==> src/rtl/jtag_tap_pkg.sv <==
// Shared TAP definitions: state encoding, IR capture pattern, BYPASS opcode helper.
package jtag_tap_pkg;

  typedef enum logic [3:0] {
    EXIT2_DR   = 4'h0,
    EXIT1_DR   = 4'h1,
    SHIFT_DR   = 4'h2,
    PAUSE_DR   = 4'h3,
    SELECT_IR  = 4'h4,
    UPDATE_DR  = 4'h5,
    CAPTURE_DR = 4'h6,
    SELECT_DR  = 4'h7,
    EXIT2_IR   = 4'h8,
    EXIT1_IR   = 4'h9,
    SHIFT_IR   = 4'hA,
    PAUSE_IR   = 4'hB,
    RUN_IDLE   = 4'hC,
    UPDATE_IR  = 4'hD,
    CAPTURE_IR = 4'hE,
    TLR        = 4'hF
  } tap_state_e;

  localparam logic [1:0] IR_CAPTURE = 2'b01;

  // All-ones opcode for an IR of the given width (width <= 32).
  function automatic logic [31:0] bypass_opcode(input int unsigned width);
    logic [32:0] ones;
    ones = (33'd1 << width) - 33'd1;
    return ones[31:0];
  endfunction

endpackage

==> src/rtl/jtag_tap_fsm.sv <==
// 16-state IEEE 1149.1 TAP state machine, advanced on posedge tck.
//   state      | meaning
//   TLR        | test-logic-reset, instruction forced to reset value
//   RUN_IDLE   | idle between scans
//   SELECT_x   | choose DR or IR column
//   CAPTURE_x  | parallel load of the selected shift register
//   SHIFT_x    | serial shift, tdi -> MSB, LSB -> tdo
//   EXIT1/2_x  | leave shift / pause
//   PAUSE_x    | hold shift contents
//   UPDATE_x   | commit shift contents
module jtag_tap_fsm
  import jtag_tap_pkg::*;
(
  input  logic       tck,
  input  logic       trst,
  input  logic       tms,
  output tap_state_e tap_state
);

  tap_state_e next_state;

  always_ff @(posedge tck or posedge trst) begin
    if (trst) tap_state <= TLR;
    else      tap_state <= next_state;
  end

  always_comb begin
    next_state = tap_state;
    case (tap_state)
      TLR:        next_state = tms ? TLR       : RUN_IDLE;
      RUN_IDLE:   next_state = tms ? SELECT_DR : RUN_IDLE;
      SELECT_DR:  next_state = tms ? SELECT_IR : CAPTURE_DR;
      CAPTURE_DR: next_state = tms ? EXIT1_DR  : SHIFT_DR;
      SHIFT_DR:   next_state = tms ? EXIT1_DR  : SHIFT_DR;
      EXIT1_DR:   next_state = tms ? UPDATE_DR : PAUSE_DR;
      PAUSE_DR:   next_state = tms ? EXIT2_DR  : PAUSE_DR;
      EXIT2_DR:   next_state = tms ? UPDATE_DR : SHIFT_DR;
      UPDATE_DR:  next_state = tms ? SELECT_DR : RUN_IDLE;
      SELECT_IR:  next_state = tms ? TLR       : CAPTURE_IR;
      CAPTURE_IR: next_state = tms ? EXIT1_IR  : SHIFT_IR;
      SHIFT_IR:   next_state = tms ? EXIT1_IR  : SHIFT_IR;
      EXIT1_IR:   next_state = tms ? UPDATE_IR : PAUSE_IR;
      PAUSE_IR:   next_state = tms ? EXIT2_IR  : PAUSE_IR;
      EXIT2_IR:   next_state = tms ? UPDATE_IR : SHIFT_IR;
      UPDATE_IR:  next_state = tms ? SELECT_DR : RUN_IDLE;
      default:    next_state = TLR;
    endcase
  end

endmodule

==> src/rtl/jtag_tap_ctrl.sv <==
// TAP controller: IR, BYPASS, optional IDCODE and NUM_DR user data registers.
// Build macro JTAG_TAP_IDCODE_EN adds the IDCODE register and makes it the reset instruction.
module jtag_tap_ctrl
  import jtag_tap_pkg::*;
#(
  parameter int          IR_WIDTH   = 4,
  parameter int          DR_WIDTH   = 8,
  parameter int          NUM_DR     = 2,
  parameter int          USER_BASE  = 8,
  parameter logic [31:0] IDCODE_VAL = 32'h1234_5679
) (
  input  logic                       tck,
  input  logic                       trst,
  input  logic                       tms,
  input  logic                       tdi,
  input  logic                       read_not_write,
  output logic                       tdo,
  output logic                       tdo_en,
  input  logic [NUM_DR*DR_WIDTH-1:0] dr_capture_data,
  output logic [NUM_DR*DR_WIDTH-1:0] dr_update_data,
  output logic [NUM_DR-1:0]          dr_update_vld,
  output logic [3:0]                 tap_state,
  output logic [IR_WIDTH-1:0]        ir_value
);

  localparam int UIDX_W = (NUM_DR > 1) ? $clog2(NUM_DR) : 1;
  localparam logic [31:0] BYPASS_WORD = bypass_opcode(IR_WIDTH);
  localparam logic [IR_WIDTH-1:0] BYPASS_OP = BYPASS_WORD[IR_WIDTH-1:0];
`ifdef JTAG_TAP_IDCODE_EN
  localparam logic [IR_WIDTH-1:0] IR_RESET = IR_WIDTH'(1);
`else
  // IDCODE_VAL contributes nothing here; the term only keeps the parameter referenced.
  localparam logic [IR_WIDTH-1:0] IR_RESET = BYPASS_OP | IR_WIDTH'(IDCODE_VAL & 32'h0);
`endif

  tap_state_e            state;
  logic [IR_WIDTH-1:0]   ir_sr;
  logic [IR_WIDTH-1:0]   ir_reg;
  logic                  bypass_sr;
  logic [DR_WIDTH-1:0]   user_sr;
  logic [DR_WIDTH-1:0]   capture_slice;
  logic                  is_user;
  logic [UIDX_W-1:0]     user_idx;
  logic                  shift_bit;
`ifdef JTAG_TAP_IDCODE_EN
  logic                  is_idcode;
  logic [31:0]           idcode_sr;
`endif

  jtag_tap_fsm u_fsm (
    .tck       (tck),
    .trst      (trst),
    .tms       (tms),
    .tap_state (state)
  );

  assign tap_state = state;
  // TLR overrides the instruction combinationally so decode is correct on entry.
  assign ir_value  = (state == TLR) ? IR_RESET : ir_reg;

  always_comb begin
    is_user  = 1'b0;
    user_idx = '0;
`ifdef JTAG_TAP_IDCODE_EN
    is_idcode = (ir_value == IR_WIDTH'(1));
`endif
    if (ir_value != BYPASS_OP) begin
      for (int k = 0; k < NUM_DR; k++) begin
`ifdef JTAG_TAP_IDCODE_EN
        if (!is_idcode && ir_value == IR_WIDTH'(USER_BASE + k)) begin
`else
        if (ir_value == IR_WIDTH'(USER_BASE + k)) begin
`endif
          is_user  = 1'b1;
          user_idx = UIDX_W'(k);
        end
      end
    end
  end

  always_comb begin
    capture_slice = '0;
    for (int k = 0; k < NUM_DR; k++) begin
      if (user_idx == UIDX_W'(k)) capture_slice = dr_capture_data[k*DR_WIDTH +: DR_WIDTH];
    end
  end

  always_ff @(posedge tck or posedge trst) begin
    if (trst) begin
      ir_sr  <= '0;
      ir_reg <= IR_RESET;
    end else begin
      case (state)
        CAPTURE_IR: ir_sr <= IR_WIDTH'(IR_CAPTURE);
        SHIFT_IR:   ir_sr <= IR_WIDTH'({tdi, ir_sr} >> 1);
        default:    ;
      endcase
      if (state == TLR)            ir_reg <= IR_RESET;
      else if (state == UPDATE_IR) ir_reg <= ir_sr;
    end
  end

  always_ff @(posedge tck or posedge trst) begin
    if (trst) begin
      bypass_sr <= 1'b0;
      user_sr   <= '0;
    end else if (state == CAPTURE_DR) begin
      bypass_sr <= 1'b0;
      if (is_user) user_sr <= capture_slice;
    end else if (state == SHIFT_DR) begin
      if (is_user) user_sr   <= DR_WIDTH'({tdi, user_sr} >> 1);
      else         bypass_sr <= tdi;
    end
  end

`ifdef JTAG_TAP_IDCODE_EN
  always_ff @(posedge tck or posedge trst) begin
    if (trst)                                  idcode_sr <= '0;
    else if (state == CAPTURE_DR && is_idcode) idcode_sr <= IDCODE_VAL;
    else if (state == SHIFT_DR && is_idcode)   idcode_sr <= {tdi, idcode_sr[31:1]};
  end
`endif

  always_comb begin
    shift_bit = bypass_sr;
    if (state == SHIFT_IR)  shift_bit = ir_sr[0];
    else if (is_user)       shift_bit = user_sr[0];
`ifdef JTAG_TAP_IDCODE_EN
    else if (is_idcode)     shift_bit = idcode_sr[0];
`endif
  end

  always_ff @(negedge tck or posedge trst) begin
    if (trst) begin
      tdo    <= 1'b0;
      tdo_en <= 1'b0;
    end else if (state == SHIFT_DR || state == SHIFT_IR) begin
      tdo    <= shift_bit;
      tdo_en <= 1'b1;
    end else begin
      tdo_en <= 1'b0;
    end
  end

  always_ff @(posedge tck or posedge trst) begin
    if (trst) begin
      dr_update_data <= '0;
      dr_update_vld  <= '0;
    end else begin
      dr_update_vld <= '0;
      if (state == UPDATE_DR && is_user && !read_not_write) begin
        for (int k = 0; k < NUM_DR; k++) begin
          if (user_idx == UIDX_W'(k)) begin
            dr_update_data[k*DR_WIDTH +: DR_WIDTH] <= user_sr;
            dr_update_vld[k]                       <= 1'b1;
          end
        end
      end
    end
  end

endmodule

==> config.mk <==
export PLATFORM = sky130hd
export DESIGN_NAME = jtag_tap_ctrl
export DESIGN_NICKNAME = d
export VERILOG_FILES = /design/src/rtl/jtag_tap_pkg.sv /design/src/rtl/jtag_tap_fsm.sv /design/src/rtl/jtag_tap_ctrl.sv
export SDC_FILE = /design/constraint.sdc
export NUM_CORES = 1
export LEC_CHECK = 0
export CORE_AREA = 2 2 76 96
export DETAILED_ROUTE_END_ITERATION = 7
export DIE_AREA = 0 0 78 98
export GPL_ROUTABILITY_DRIVEN = 0
export MAX_ROUTING_LAYER = met4
export PLACE_DENSITY_LB_ADDON = 0.1
export SLEW_MARGIN = 30
export SYNTH_ARGS = -nofsm -noshare
export SYNTH_HDL_FRONTEND = slang
export SYNTH_SLANG_ARGS = --single-unit
export TNS_END_PERCENT = 1
==> constraint.sdc <==
create_clock -name tck -period 2.3 [get_ports tck]
set_clock_uncertainty 0.2 [all_clocks]
set_input_delay 0.46 -clock tck [delete_from_list [all_inputs] [get_ports tck]]
set_output_delay 0.46 -clock tck [all_outputs]
set_load 0.005 [all_outputs]
-- After elaboration in Yosys (flattened, before gate mapping)
Index checks and enable logic that the tools add are counted.
- logic and storage cells: 83
- flip-flop bits (word level): 41
- input bits: 21
- eq/ne operators: 21
- bitwise operators: 1
- mux-type cells: 36
- reduce and logical (&&, ||, !) cells: 15
- operators by type and width (cell ; number):
    $pmux 4 s12 ; 1
    $eq 4x4->1 const B ; 10
    $mux 8 ; 5
    $eq 4x3->1 const B ; 4
    $mux 4 ; 4
    $mux 1 ; 14
    $mux 2 ; 7
    $mux 3 ; 4
    $eq 4x2->1 const B ; 2
    $pmux 4 s2 ; 1
    $reduce_and 2->1 ; 3
    $reduce_bool 2->1 ; 3
    $eq 4x1->1 const B ; 1
    $logic_not 4->1 ; 1
    $ne 2x2->1 const B ; 2
    $ne 4x4->1 const B ; 1
    $reduce_or 2->1 ; 2
    $reduce_and 3->1 ; 1
    $reduce_or 3->1 ; 1
    $logic_and 1x1->1 ; 2
    $ne 2x1->1 const B ; 1
    $logic_not 1->1 ; 1
    $logic_or 1x1->1 ; 1
    $not 1->1 ; 1

-- Logic depth before layout (Yosys ltp)
- depth after elaboration: 9
- depth in mapped cells: 6
- mapped depth without buffers: 4

-- Cells and area by module
Synthesis repeated with hierarchy kept, for this count alone.
- cell total of the unflattened synthesis: 166
- area, all modules: 1885.6 sq um
- modules (own cells, without submodules) (module ; seq. area each (sq um) ; cells an instance ; area an instance (sq um) ; instances):
    jtag_tap_ctrl ; 930.9 ; 146 ; 1684.1 ; 1
    jtag_tap_fsm ; 105.1 ; 20 ; 201.4 ; 1

==> results.json <==
{
  "outcome": "complete, but fails checks",
  "failed_checks": "setup timing",
  "worst_hold_path_type": "flop to flop",
  "netlist_instances": 169,
  "setup_viol": 5,
  "finalWorstSetupSlack_ns": -0.357,
  "die_h_um": 98,
  "cp-start-kind": "flop",
  "port_buffers": 48,
  "n_antenna_cell": 0,
  "clock-sinks": 41,
  "initial_utilization": 0.289,
  "relSlewSlack": 0.755,
  "layout.nets": 262,
  "track_usage": 0.136,
  "ys_warn_count": 0,
  "worstSetupEndpointType": "flop",
  "p_per_area_mw_per_mm2": 1170,
  "drt-initial-drc-count": 51,
  "max_flop_register": "dr_update_data",
  "final-hold-violation-count": 0,
  "wl_per_cell_um": 14.2,
  "largest_reg_flops": 16,
  "cts_buffers": 5,
  "cap_violations": 0,
  "cts-root-buf": "clkbuf_8",
  "ir_drop_v": 0.000583,
  "reg2reg_to": "tdo",
  "drv_slew": 0,
  "layout-drive-gt1-share": 0.318,
  "dr.pass1.iters": 4,
  "endpoint": "tdo",
  "core_mm2": 0.00681,
  "grt_pass1_vias": 1588,
  "reg.largest.list": "dr_update_data: 16 flops, user_sr: 8 flops",
  "dieArea_mm2": 0.00764,
  "netlist_area_mm2": 0.00197,
  "nFillCells": 661,
  "cts_tree": "yes",
  "num_vias": 1533,
  "fin_cells": 332,
  "hpwlAfterDp_mm": 3.48,
  "tightest_slew_ns": 0.367,
  "grt.overflow.total": 0,
  "yosysTopAreaCell": "dfrtp_1",
  "ys_async_sr_fraction": 1.00,
  "ant_nets": 0,
  "synth-main-ff-cell": "dfrtp_1",
  "critPathRequiredTime_ns": 1.08,
  "grt_pass1_wl_mm": 7.90,
  "clockBufferDepth": 2,
  "dp_worst_setup_slack_ns": -0.404,
  "drt_wl_total_mm": 4.72,
  "rsz0062_at_grt": "yes",
  "drc": 0,
  "r2r_cells": 4,
  "rows": 34,
  "ys_seq_area_frac": 0.526,
  "hold_buffers": 0,
  "critPathLaunch": "u_fsm.tap_state[0]",
  "r2r_setup_slack_ns": -0.36,
  "p_leak_nw": 1.29,
  "synth_seq_cells": 41,
  "area_growth_pct": 45.8,
  "syn_nets": 190,
  "clkLatencyLatePin_ns": 0.29,
  "min_from": "ir_reg[2]",
  "die_w_um": 78,
  "timing.rr.start": "u_fsm.tap_state[0]",
  "clk_pin_slew_worst_paths_ns": 0.08,
  "final.setup.tns_ns": -1.25,
  "vias_per_cell": 4.62,
  "synth_edf_count": 0,
  "synth_cell_types": 34,
  "critPathMaxFanout": 3,
  "numPlacedInstances": 320,
  "antenna_found_initial": 0,
  "syn_area_per_cell_um2": 11.7,
  "synth_top_area_share": 0.394,
  "grt_max_degree": 21,
  "path_class": "flop to flop",
  "synth.area.top_cells": "dfrtp_1, mux2_4, dfstp_2",
  "htreeDepth": 2,
  "pin_count": 49,
  "cp.arrival_ns": 1.44
}
==> report_power, final <==
group / internal [mW] / total, mW / switching [mW]
sequential: 1.04 / 1.23 / 0.195
combinational: 0.887 / 1.54 / 0.657
clock: 0.354 / 0.593 / 0.239
total: 2.28 / 3.37 / 1.09
==> worst min path at each step <==
stage                             end  cells past startpoint  slack, ns
floorplan                   bypass_sr                      1       0.24
detailed placement  dr_update_data[4]                      1       0.30
global placement            ir_reg[0]                      2       0.29
CTS                         ir_reg[2]                      2       0.31
global route                ir_reg[0]                      2       0.33
finish                      ir_reg[2]                      2       0.30
==> critical path: stages, from the launching register on <==
cell      delay, ns
dfstp_2        0.56
a41oi_2        0.14
nand2_2        0.12
mux2i_2        0.25
a211oi_2       0.09
==> synth_stat cells, types with 2 or more instances <==
| master | instances |
|---|---|
| nor2b_1 | 2 |
| buf_2 | 2 |
| nand3_1 | 4 |
| nand2_1 | 21 |
| inv_1 | 7 |
| nand2b_1 | 4 |
| nor3_1 | 2 |
| a21oi_1 | 2 |
| dfrtn_1 | 2 |
| dfrtp_1 | 31 |
| o21ai_0 | 12 |
| or3b_2 | 5 |
| nor2_1 | 8 |
| clkbuf_1 | 4 |
| buf_6 | 3 |
| mux2_4 | 16 |
| mux2i_1 | 11 |
| a211oi_1 | 2 |
| nand4_1 | 2 |
| o211ai_1 | 8 |
| dfstp_2 | 8 |
==> per-layer routing <==
| metal | global-route usage | vias up | routed length, um |
|---|---|---|---|
| met5 | - | - | 0 |
| met4 | 0.0526 | 0 | 90 |
| met3 | 0.0250 | 8 | 177 |
| met2 | 0.234 | 35 | 2480 |
| met1 | 0.155 | 753 | 1970 |
| li1 | - | 737 | - |
==> stage by stage <==
stage | area [um^2] | hold slack (ns) | utilization | power, mW
5_1_grt | 2870 | 0.332 | 0.422 | 3.61
3_5_place_dp | 2690 | 0.296 | 0.395 | 2.70
6_report | 2870 | 0.302 | 0.422 | 3.37
4_1_cts | 2850 | 0.310 | 0.418 | 3.38
3_3_place_gp | 2690 | 0.293 | 0.395 | 2.66
2_1_floorplan | 1980 | 0.242 | - | 1.94
==> area by class of cell <==
cell class,instances,area (um^2),share of cell area
Clock buffer,7,86.3,0.0301
Clock inverter,1,30.0,0.0105
Tap cell,90,113,0.0392
Inverter,7,30.0,0.0105
Timing Repair Buffer,74,698,0.243
Sequential cell,41,1040,0.361
Multi-Input combinational cell,112,878,0.306
==> kinds of logic (layout without fill, tap and decap cells) <==
group | after synthesis | count (layout) | synth area share
flip-flops | 41 | 41 | 0.526
AND/OR/NAND/NOR | 55 | 55 | 0.151
buffers and inverters | 16 | 89 | 0.0432
multiplexers | 27 | 27 | 0.178
AO/OA/AOI/OAI | 30 | 30 | 0.102
==> cell usage in the layout (no fill, tap or decap), drive strengths merged, types with 6 or more instances in the layout <==
master,Yosys,layout
nor2,8,8
dfstp,8,8
clkdlybuf4s50,0,40
or3b,6,6
dfrtp,31,31
o21ai,12,12
clkbuf,4,10
nand2,21,21
o211ai,8,8
buf,5,28
mux2,16,16
mux2i,11,11
inv,7,6
==> timing repair <==
| item | CTS | global route |
|---|---|---|
| setup endpoints to repair | 18 | 22 |
| buffers inserted | 3 | 1 |
| resized for setup | 21 | 13 |
| cloned | 0 | 0 |
| pin swaps | 3 | 4 |
(Power assumes the default switching activity.)
